## src/rtl/branch_pkg.sv

```systemverilog
// -----------------------------------------------------------------------------
// branch_pkg
// Shared definitions for the branch resolution slice.
//   DEFAULT_AW : default PC width used by branch_resolver
//   state_e    : resolver FSM state (RUN, FLUSH)
//   entry_t    : one in-flight prediction {pc, taken, alt_pc} at the default width
// -----------------------------------------------------------------------------
package branch_pkg;

    localparam int DEFAULT_AW = 32;

    typedef enum logic [0:0] {
        ST_RUN   = 1'b0,
        ST_FLUSH = 1'b1
    } state_e;

    typedef struct packed {
        logic [DEFAULT_AW-1:0] pc;
        logic                  taken;
        logic [DEFAULT_AW-1:0] alt_pc;
    } entry_t;

endpackage

```

## src/rtl/branch_fifo.sv

```systemverilog
// -----------------------------------------------------------------------------
// branch_fifo
// Synchronous in-order FIFO holding outstanding predictions.
//   clk, rst  : clock, synchronous active-high reset
//   push_i    : write wdata_i at the tail (ignored when full)
//   pop_i     : drop the head entry (ignored when empty)
//   flush_i   : discard every entry and rewind both pointers; wins over push/pop
//   wdata_i   : entry to write
//   head_o    : combinational read of the head entry
//   cnt_o     : occupancy, 0..DEPTH
//   full_o    : cnt_o == DEPTH
//   empty_o   : cnt_o == 0
// DEPTH must be a power of two so the pointers wrap by plain overflow.
// -----------------------------------------------------------------------------
module branch_fifo #(
    parameter int W     = 65,
    parameter int DEPTH = 4
) (
    input  logic                       clk,
    input  logic                       rst,
    input  logic                       push_i,
    input  logic                       pop_i,
    input  logic                       flush_i,
    input  logic [W-1:0]               wdata_i,
    output logic [W-1:0]               head_o,
    output logic [$clog2(DEPTH):0]     cnt_o,
    output logic                       full_o,
    output logic                       empty_o
);

    localparam int PW = $clog2(DEPTH);
    localparam int CW = PW + 1;

    logic [W-1:0]  mem_q [DEPTH];
    logic [PW-1:0] wr_ptr_q, wr_ptr_d;
    logic [PW-1:0] rd_ptr_q, rd_ptr_d;
    logic [CW-1:0] cnt_q, cnt_d;
    logic          push_ok;
    logic          pop_ok;

    assign full_o  = (cnt_q == CW'(DEPTH));
    assign empty_o = (cnt_q == '0);
    assign cnt_o   = cnt_q;
    assign head_o  = mem_q[rd_ptr_q];

    // A full queue refuses the push even if the head leaves this same cycle.
    assign push_ok = push_i & ~full_o;
    assign pop_ok  = pop_i & ~empty_o;

    always_comb begin
        wr_ptr_d = wr_ptr_q;
        rd_ptr_d = rd_ptr_q;
        cnt_d    = cnt_q;
        if (flush_i) begin
            wr_ptr_d = '0;
            rd_ptr_d = '0;
            cnt_d    = '0;
        end else begin
            if (push_ok) begin
                wr_ptr_d = wr_ptr_q + PW'(1);
            end
            if (pop_ok) begin
                rd_ptr_d = rd_ptr_q + PW'(1);
            end
            cnt_d = cnt_q + CW'(push_ok) - CW'(pop_ok);
        end
    end

    always_ff @(posedge clk) begin
        if (rst) begin
            wr_ptr_q <= '0;
            rd_ptr_q <= '0;
            cnt_q    <= '0;
        end else begin
            wr_ptr_q <= wr_ptr_d;
            rd_ptr_q <= rd_ptr_d;
            cnt_q    <= cnt_d;
        end
    end

    // Storage carries no reset; stale slots are unreachable once cnt is 0.
    always_ff @(posedge clk) begin
        if (push_ok && !flush_i && !rst) begin
            mem_q[wr_ptr_q] <= wdata_i;
        end
    end

endmodule

```

## src/rtl/branch_resolver.sv

```systemverilog
// -----------------------------------------------------------------------------
// branch_resolver
// Matches fetch-side predictions, in program order, against execute-side
// outcomes. Issues commit/rollback, the rollback redirect PC and the
// predictor training update.
//   clk, rst                      : clock, synchronous active-high reset
//   pred_valid/pc/taken/alt_pc    : prediction from fetch
//   pred_ready                    : prediction accepted; low stalls fetch
//   res_valid/pc/taken            : resolved branch from execute
//   commit, rollback              : one-cycle outcome pulses
//   rollback_pc                   : redirect target, held until next rollback
//   upd_valid/pc/taken            : predictor training strobe and payload
//   res_err                       : resolution matched no outstanding entry
// All outputs are registered; results appear one edge after res_valid.
// -----------------------------------------------------------------------------
module branch_resolver
    import branch_pkg::*;
#(
    parameter int DEPTH = 4,
    parameter int AW    = DEFAULT_AW
) (
    input  logic          clk,
    input  logic          rst,
    input  logic          pred_valid,
    input  logic [AW-1:0] pred_pc,
    input  logic          pred_taken,
    input  logic [AW-1:0] pred_alt_pc,
    output logic          pred_ready,
    input  logic          res_valid,
    input  logic [AW-1:0] res_pc,
    input  logic          res_taken,
    output logic          commit,
    output logic          rollback,
    output logic [AW-1:0] rollback_pc,
    output logic          upd_valid,
    output logic [AW-1:0] upd_pc,
    output logic          upd_taken,
    output logic          res_err
);

    localparam int CW = $clog2(DEPTH) + 1;
    localparam int EW = 2 * AW + 1;

    // Same layout as branch_pkg::entry_t, but sized by this instance's AW.
    typedef struct packed {
        logic [AW-1:0] pc;
        logic          taken;
        logic [AW-1:0] alt_pc;
    } ent_t;

    state_e        state_q, state_d;
    ent_t          wr_ent;
    ent_t          head_ent;
    logic [EW-1:0] head_bits;
    logic [CW-1:0] fifo_cnt;
    logic          fifo_full;
    logic          fifo_empty;

    logic          run;
    logic          hit;
    logic          mispredict;
    logic          fifo_push;
    logic          fifo_pop;

    logic          commit_q, commit_d;
    logic          rollback_q, rollback_d;
    logic [AW-1:0] rollback_pc_q, rollback_pc_d;
    logic          upd_valid_q, upd_valid_d;
    logic [AW-1:0] upd_pc_q, upd_pc_d;
    logic          upd_taken_q, upd_taken_d;
    logic          res_err_q, res_err_d;

    assign run        = (state_q == ST_RUN);
    // Only registered state feeds ready, so execute cannot create a comb path to fetch.
    assign pred_ready = run & (fifo_cnt < CW'(DEPTH));

    assign wr_ent.pc     = pred_pc;
    assign wr_ent.taken  = pred_taken;
    assign wr_ent.alt_pc = pred_alt_pc;
    assign head_ent      = ent_t'(head_bits);

    // During FLUSH everything arriving is wrong-path and is dropped.
    assign hit        = run & res_valid & ~fifo_empty & (res_pc == head_ent.pc);
    assign mispredict = hit & (res_taken != head_ent.taken);
    // A push coinciding with a rollback belongs to the wrong path.
    assign fifo_push  = run & pred_valid & ~fifo_full & ~mispredict;
    assign fifo_pop   = hit & ~mispredict;

    branch_fifo #(
        .W     (EW),
        .DEPTH (DEPTH)
    ) u_fifo (
        .clk     (clk),
        .rst     (rst),
        .push_i  (fifo_push),
        .pop_i   (fifo_pop),
        .flush_i (mispredict),
        .wdata_i (wr_ent),
        .head_o  (head_bits),
        .cnt_o   (fifo_cnt),
        .full_o  (fifo_full),
        .empty_o (fifo_empty)
    );

    always_comb begin
        state_d       = state_q;
        commit_d      = 1'b0;
        rollback_d    = 1'b0;
        rollback_pc_d = rollback_pc_q;
        upd_valid_d   = 1'b0;
        upd_pc_d      = upd_pc_q;
        upd_taken_d   = upd_taken_q;
        res_err_d     = 1'b0;

        case (state_q)
            ST_RUN: begin
                if (hit) begin
                    upd_valid_d = 1'b1;
                    upd_pc_d    = head_ent.pc;
                    upd_taken_d = res_taken;
                    if (mispredict) begin
                        rollback_d    = 1'b1;
                        rollback_pc_d = head_ent.alt_pc;
                        state_d       = ST_FLUSH;
                    end else begin
                        commit_d = 1'b1;
                    end
                end else if (res_valid) begin
                    res_err_d = 1'b1;
                end
            end
            ST_FLUSH: begin
                state_d = ST_RUN;
            end
            default: begin
                state_d = ST_RUN;
            end
        endcase
    end

    always_ff @(posedge clk) begin
        if (rst) begin
            state_q       <= ST_RUN;
            commit_q      <= 1'b0;
            rollback_q    <= 1'b0;
            rollback_pc_q <= '0;
            upd_valid_q   <= 1'b0;
            upd_pc_q      <= '0;
            upd_taken_q   <= 1'b0;
            res_err_q     <= 1'b0;
        end else begin
            state_q       <= state_d;
            commit_q      <= commit_d;
            rollback_q    <= rollback_d;
            rollback_pc_q <= rollback_pc_d;
            upd_valid_q   <= upd_valid_d;
            upd_pc_q      <= upd_pc_d;
            upd_taken_q   <= upd_taken_d;
            res_err_q     <= res_err_d;
        end
    end

    assign commit      = commit_q;
    assign rollback    = rollback_q;
    assign rollback_pc = rollback_pc_q;
    assign upd_valid   = upd_valid_q;
    assign upd_pc      = upd_pc_q;
    assign upd_taken   = upd_taken_q;
    assign res_err     = res_err_q;

endmodule

```

## config.mk

```make
export PLATFORM = sky130hd
export DESIGN_NAME = branch_resolver
export DESIGN_NICKNAME = d
export VERILOG_FILES = /design/src/rtl/branch_pkg.sv /design/src/rtl/branch_fifo.sv /design/src/rtl/branch_resolver.sv
export SDC_FILE = /design/constraint.sdc
export NUM_CORES = 1
export LEC_CHECK = 0
export ABC_CLOCK_PERIOD_IN_PS = 4400
export BUFFER_PORTS_ARGS = -buffer_cell sky130_fd_sc_hd__buf_4
export CAP_MARGIN = 0
export CORE_ASPECT_RATIO = 1.2
export CORE_MARGIN = 2
export CORE_UTILIZATION = 45
export CTS_BUF_LIST = sky130_fd_sc_hd__clkbuf_2
export CTS_CLUSTER_SIZE = 10
export DETAILED_ROUTE_END_ITERATION = 8
export GPL_ROUTABILITY_DRIVEN = 0
export PLACE_DENSITY = 0.7
export SKIP_LAST_GASP = 1
export SLEW_MARGIN = 10
export SYNTH_ARGS = -nofsm -noshare
export SYNTH_HDL_FRONTEND = slang
export SYNTH_SLANG_ARGS = --single-unit
```

## constraint.sdc

```tcl
create_clock -name clk -period 4.4 [get_ports clk]
set_input_delay 0.66 -clock clk [delete_from_list [all_inputs] [get_ports clk]]
set_output_delay 0.66 -clock clk [all_outputs]
set_load 0.1 [all_outputs]
```

; ---- After elaboration in Yosys (flattened, before gate mapping)
; Memory sizes are Yosys's and may differ from the RTL's. A register that Yosys moved wholly into a read port is not among the register bits.
; Index checks and enable logic that the tools add are counted.
[classes]
n_addsub = 4
n_lt_le_gt_ge = 1
eq_ne = 3
n_mux = 10
bitwise_logic = 16
n_reduce_logical = 11
[op_table]
columns = cell, count
row1 = 32-bit equality test, 1
row2 = 1-bit AND, 11
row3 = 1-bit two-way mux, 7
row4 = 3-bit OR reduction, 2
row5 = 1-bit inverter, 5
row6 = "2-bit by 1-bit adder with 2-bit output, second input constant", 2
row7 = 2-bit two-way mux, 2
row8 = 2-bit OR reduction, 2
row9 = 3-bit by 1-bit adder with 3-bit output, 1
row10 = "3-bit equality test, second input constant", 1
row11 = 3-bit zero test, 1
row12 = "3-bit < comparator, second input constant", 1
row13 = 3-bit AND reduction, 1
row14 = 3-bit by 1-bit subtractor with 3-bit output, 1
row15 = 1-bit logical AND, 2
row16 = 1-bit zero test, 2
row17 = 1-bit one-hot mux with 2 select lines, 1
row18 = 2-bit AND reduction, 1
row19 = 1-bit inequality test, 1
[word_totals]
regBits = 77
ram_bits = 260
in_bits = 102
wordCells = 57
memories = 1
[memory_table]
columns = name, depth, width, read_ports, rd_ports_with_merged_regs, write_ports, line
row1 = u_fifo.mem_q, 4, 65, 1, 1, 1, branch_fifo.sv:34  ; logic [W-1:0] mem_q [DEPTH];

; ---- Logic depth before layout (Yosys ltp)
[depth]
ltp_word = 12
mapped_depth = 19
ltp_nobuf = 14

; ---- Hierarchy
; Synthesis repeated with hierarchy kept, for this count alone.
[hier_totals]
cells_unflattened = 766
area_unflattened_um2 = 13241.4
[modules_own_cells]
columns = mod, instances, cells_each, area_each_um2, seq_area_each_um2
row1 = branch_fifo, 1, 389, 9905.8, 7987.7
row2 = branch_resolver, 1, 377, 3335.7, 1381.3

; ---- Least setup slack after synthesis
; Ideal clock, no wire load.
[synth_timing]
path_type = flip-flop to flip-flop
start = register (tool-made name)
end = memory u_fifo.mem_q[0][0] (enable)
setup_ps = 430
t_arrival_ps = 3562
t_required_ps = 3970
setup_slack_ps = 408
stages_incl_launch_ff = 11
n_path_buf = 3
period_less_slack_ps = 3992
cell_sequence = dfxtp_1 > buf_6 > buf_2 > mux4_2 > xor2_1 > inv_1 > a211oi_1 > nand4_1 > buf_2 > nor2b_1 > and3_1
[synth_rtl]
columns = item, line
row1 = "end, declared", branch_fifo.sv:34

==> flow_summary_export.csv <==
group,metric,value,unit
timing,max_freq,257.8,MHz
power,vdd_drop_max,0.2126,mV
synth,yosys_register_bits,338,
cts,path_clk_slew,110,ps
timing,slew_headroom,0.2771,
setup_path,cp-start-kind,"flip-flop",
finish,post-route-util,0.5697,
timing,worst-slew-pin-transition,1084,ps
synth,synth_seq_area_share,0.7249,
timing,setup_tns,0,ps
setup_path,crit_path_end_kind,"flip-flop",
timing,rsz0062_at_grt,"no",
cts,cts_buffers,81,
routing,first_pass_iters,4,
cts,cts_resized,0,
floorplanning,core_area,28080,µm²
routing,route.detailed.drc,0,
grt,grt_max_degree,73,
routing,vias_per_cell,4.916,
cts,cts_setup_buffers,0,
finish,finalNetCount,1116,
finish,stdcell_area,16000,µm²
setup_path,timing.rr.end,"u_fifo.cnt_o[2]$_SDFF_PP0_",
routing,totalWireLength,26920,µm
finish,layout-drive-gt1-share,0.3560,
power,leakagePower,0.005963,µW
cts,cts_tree,"built",
floorplanning,placement_rows,67,
power,p_comb_frac,0.080,
timing,setup_viol,0,
timing,finClkSkew,69.58,ps
power,seqPwrFrac,0.593,
grt,use_met1,0.2112,
setup_path,crit_fanout,19,
grt,grt_usage,0.1809,
power,netSwitchingFraction,0.2511,
floorplanning,initial_utilization,0.4602,
routing,first_iter_violations,313,
finish,syn_to_final_growth,23.79,%
timing,min_period,3879,ps
placement,place_area,14580,µm²
grt,antenna_found_initial,5,
floorplanning,dieArea,30100,µm²
grt,grt.overflow.total,0,
min_path,hp-start,"pred_valid",
power,power.internal,4573,µW
routing,vias,7157,
setup_path,reg2reg_depth,14,
floorplanning,ioPinCount,172,
routing,ant_nets,0,
cts,cts-root-buf,"clkbuf_2",
cts,clockBufferDepth,3,
cts,h-tree-depth,3,
cts,clock_latency,890,ps
placement,portBuffers,171,
timing,fin_crit_sh,0.8816,
synth,netlist_area,12920,µm²
job,max-cap-violations,0,
floorplanning,die_w,158.7,µm
synth,syn_avg_cell_area,18.26,µm²
grt,grt_pass1_vias,7758,
setup_path,critPathKind,"flip-flop to flip-flop",
cts,cts_hold_buffers,67,
setup_path,regToRegSetupSlack,520,ps
synth,yosysUniqueCellTypes,45,
grt,met2_usage,0.3226,
routing,wl_per_cell,18.49,µm
timing,hold_viol,0,
cts,clock-sinks,338,
setup_path,critPathRequiredTime,5190,ps
placement,post-dp-hpwl,15880,µm
synth,synth_cells,708,
floorplanning,fp.dieH,189.7,µm
synth,ys_warn_count,0,
setup_path,crit_arrival,4670,ps
min_path,holdPathStages,5,
min_path,min_to,"u_fifo.wr_ptr_q[0]$_SDFFE_PP0N_",
power,powerDensity,381.7,nW/µm²
power,clockPowerShare,0.327,
grt,grt_pass1_wl,41630,µm
grt,top_usage_layer,"met2",
run_status,outcome,"finished, final reports clean",
timing,slew_viol_final,0,
grt,gr-usage-met3,0.04971,
synth,syn_nets,817,
power,p_sw,1533,µW
min_path,hold_class,"primary input to flip-flop",
-- area by class of cell --
cell class	count	area, µm²
Fill cell	2247	12080
Antenna cell	4	10.01
Sequential cell	338	9376
Timing Repair Buffer	250	2057
Inverter	14	52.55
Clock buffer	113	565.5
Clock inverter	36	176.4
Tap cell	379	474.2
Multi-Input combinational cell	322	3287
-- cells in the mapped netlist --
| cell type | instances | share of area |
|---|---|---|
| xor2_1 | 4 | 0.0027 |
| nand3b_1 | 3 | 0.0017 |
| mux2_2 | 4 | 0.0035 |
| o221ai_1 | 1 | 0.00068 |
| dfxtp_1 | 78 | 0.12 |
| nand2b_1 | 3 | 0.0015 |
| buf_6 | 4 | 0.0035 |
| fa_1 | 1 | 0.0015 |
| o22ai_1 | 2 | 0.00097 |
| a222oi_1 | 1 | 0.00077 |
| mux4_2 | 58 | 0.10 |
| and4_1 | 1 | 0.00068 |
| clkbuf_1 | 13 | 0.0038 |
| a2111oi_0 | 2 | 0.0014 |
| ha_1 | 6 | 0.0058 |
| o21ai_0 | 2 | 0.00077 |
| nor2_1 | 78 | 0.023 |
| buf_1 | 3 | 0.00087 |
| buf_2 | 7 | 0.0027 |
| xnor2_1 | 27 | 0.018 |
| nand4_1 | 4 | 0.0019 |
| inv_1 | 14 | 0.0041 |
| o2bb2ai_1 | 1 | 0.00068 |
| nor2b_1 | 2 | 0.00097 |
| nor3_1 | 3 | 0.0012 |
| buf_8 | 1 | 0.0012 |
| and2_1 | 4 | 0.0019 |
| mux2i_1 | 87 | 0.067 |
| a2bb2oi_1 | 1 | 0.00068 |
| and3_1 | 6 | 0.0029 |
| or2_2 | 1 | 0.00048 |
| a211oi_1 | 1 | 0.00058 |
| nor4_1 | 1 | 0.00048 |
| nor4_2 | 2 | 0.0019 |
| o211a_1 | 1 | 0.00077 |
| nand3_1 | 1 | 0.00039 |
| o22a_1 | 1 | 0.00068 |
| buf_12 | 3 | 0.0046 |
| o2111ai_1 | 2 | 0.0014 |
| o311ai_0 | 1 | 0.00068 |
| buf_4 | 3 | 0.0017 |
| nand2_1 | 6 | 0.0017 |
| a21oi_1 | 3 | 0.0012 |
| edfxtp_1 | 260 | 0.60 |
| o32a_1 | 1 | 0.00077 |
-- metal layers --
layer  wire length [µm]  up-vias
li1                   -     3384
met5                 27        -
met2              13930      226
met4                472        4
met3               1604       47
met1              10880     3496
-- flip-flops by register name, summed over array words and instances, names as in the netlist, named ones only --
| signal | flops |
|---|---|
| u_fifo.mem_q | 260 |
| state_q | 1 |
| upd_taken | 1 |
| rollback_pc | 32 |
| commit | 1 |
| upd_pc | 32 |
| u_fifo.rd_ptr_q | 2 |
| upd_valid | 1 |
| u_fifo.wr_ptr_q | 2 |
| u_fifo.cnt_o | 3 |
| res_err | 1 |
-- cells by family (layout without fill, tap and decap cells) --
family / Yosys count / in the layout / share of synthesized area
buf+inv: 48 / 413 / 0.02246
simple gates: 115 / 115 / 0.04046
flops: 338 / 338 / 0.7249
other cells: 0 / 4 / 0
compound gates: 20 / 20 / 0.01191
fa+ha+maj: 7 / 7 / 0.007357
xor+xnor: 31 / 31 / 0.02101
mux: 149 / 149 / 0.1719
-- worst max path at each step --
| stage | startpoint | end | slack [ps] |
|---|---|---|---|
| 4_1_cts | flip-flop | u_fifo.cnt_o[2]$_SDFF_PP0_ | 420 |
| 3_5_place_dp | flip-flop | u_fifo.cnt_o[2]$_SDFF_PP0_ | 450 |
| 5_1_grt | flip-flop | u_fifo.cnt_o[2]$_SDFF_PP0_ | 300 |
| 6_report | flip-flop | u_fifo.cnt_o[2]$_SDFF_PP0_ | 520 |
| 3_3_place_gp | flip-flop | u_fifo.cnt_o[2]$_SDFF_PP0_ | 490 |
| 2_1_floorplan | flip-flop | u_fifo.mem_q[0][0]$_DFFE_PP_ | 410 |
-- placed cells by master (no fill, tap or decap), types with 6 or more instances in the layout --
master,instances
dfxtp_1,76
xnor2_1,27
nand2_1,6
edfxtp_1,260
mux2i_1,87
clkinv_2,8
clkbuf_2,113
clkinv_1,22
ha_1,6
inv_1,14
dlygate4sd3_1,67
buf_4,182
mux4_2,58
nor2_1,78
-- through the flow --
step	hold slack, ps	cells	power, µW	setup slack [ps]
2_1_floorplan	464.6	708	3945	408.3
3_3_place_gp	472.5	1236	4128	488.7
3_5_place_dp	484.4	1236	4139	449.1
4_1_cts	270.9	1452	6185	423.1
5_1_grt	276.3	1456	6394	295.1
6_report	365.2	1456	6106	520.8
-- power by group through the flow --
stage	Clock, µW	Combinational [µW]	Sequential, µW
final	2000	486	3620
after global routing	2230	529	3640
after CTS	2070	495	3620
after detailed placement	0	442	3700
after global placement	0	437	3690
after floorplan	0	251	3690
-- critical path, stage by stage (launching register included) --
cell and delay (ps):
dfxtp_4 540, mux2_2 420, a2111oi_0 530, o2111ai_1 210
nor4_2 450, and4_2 300, and2_1 130, ha_1 220
inv_1 60, ha_1 130, inv_1 50, fa_1 370
xor2_1 170, xnor2_1 130, nor2_1 50
(Power assumes the default switching activity.)
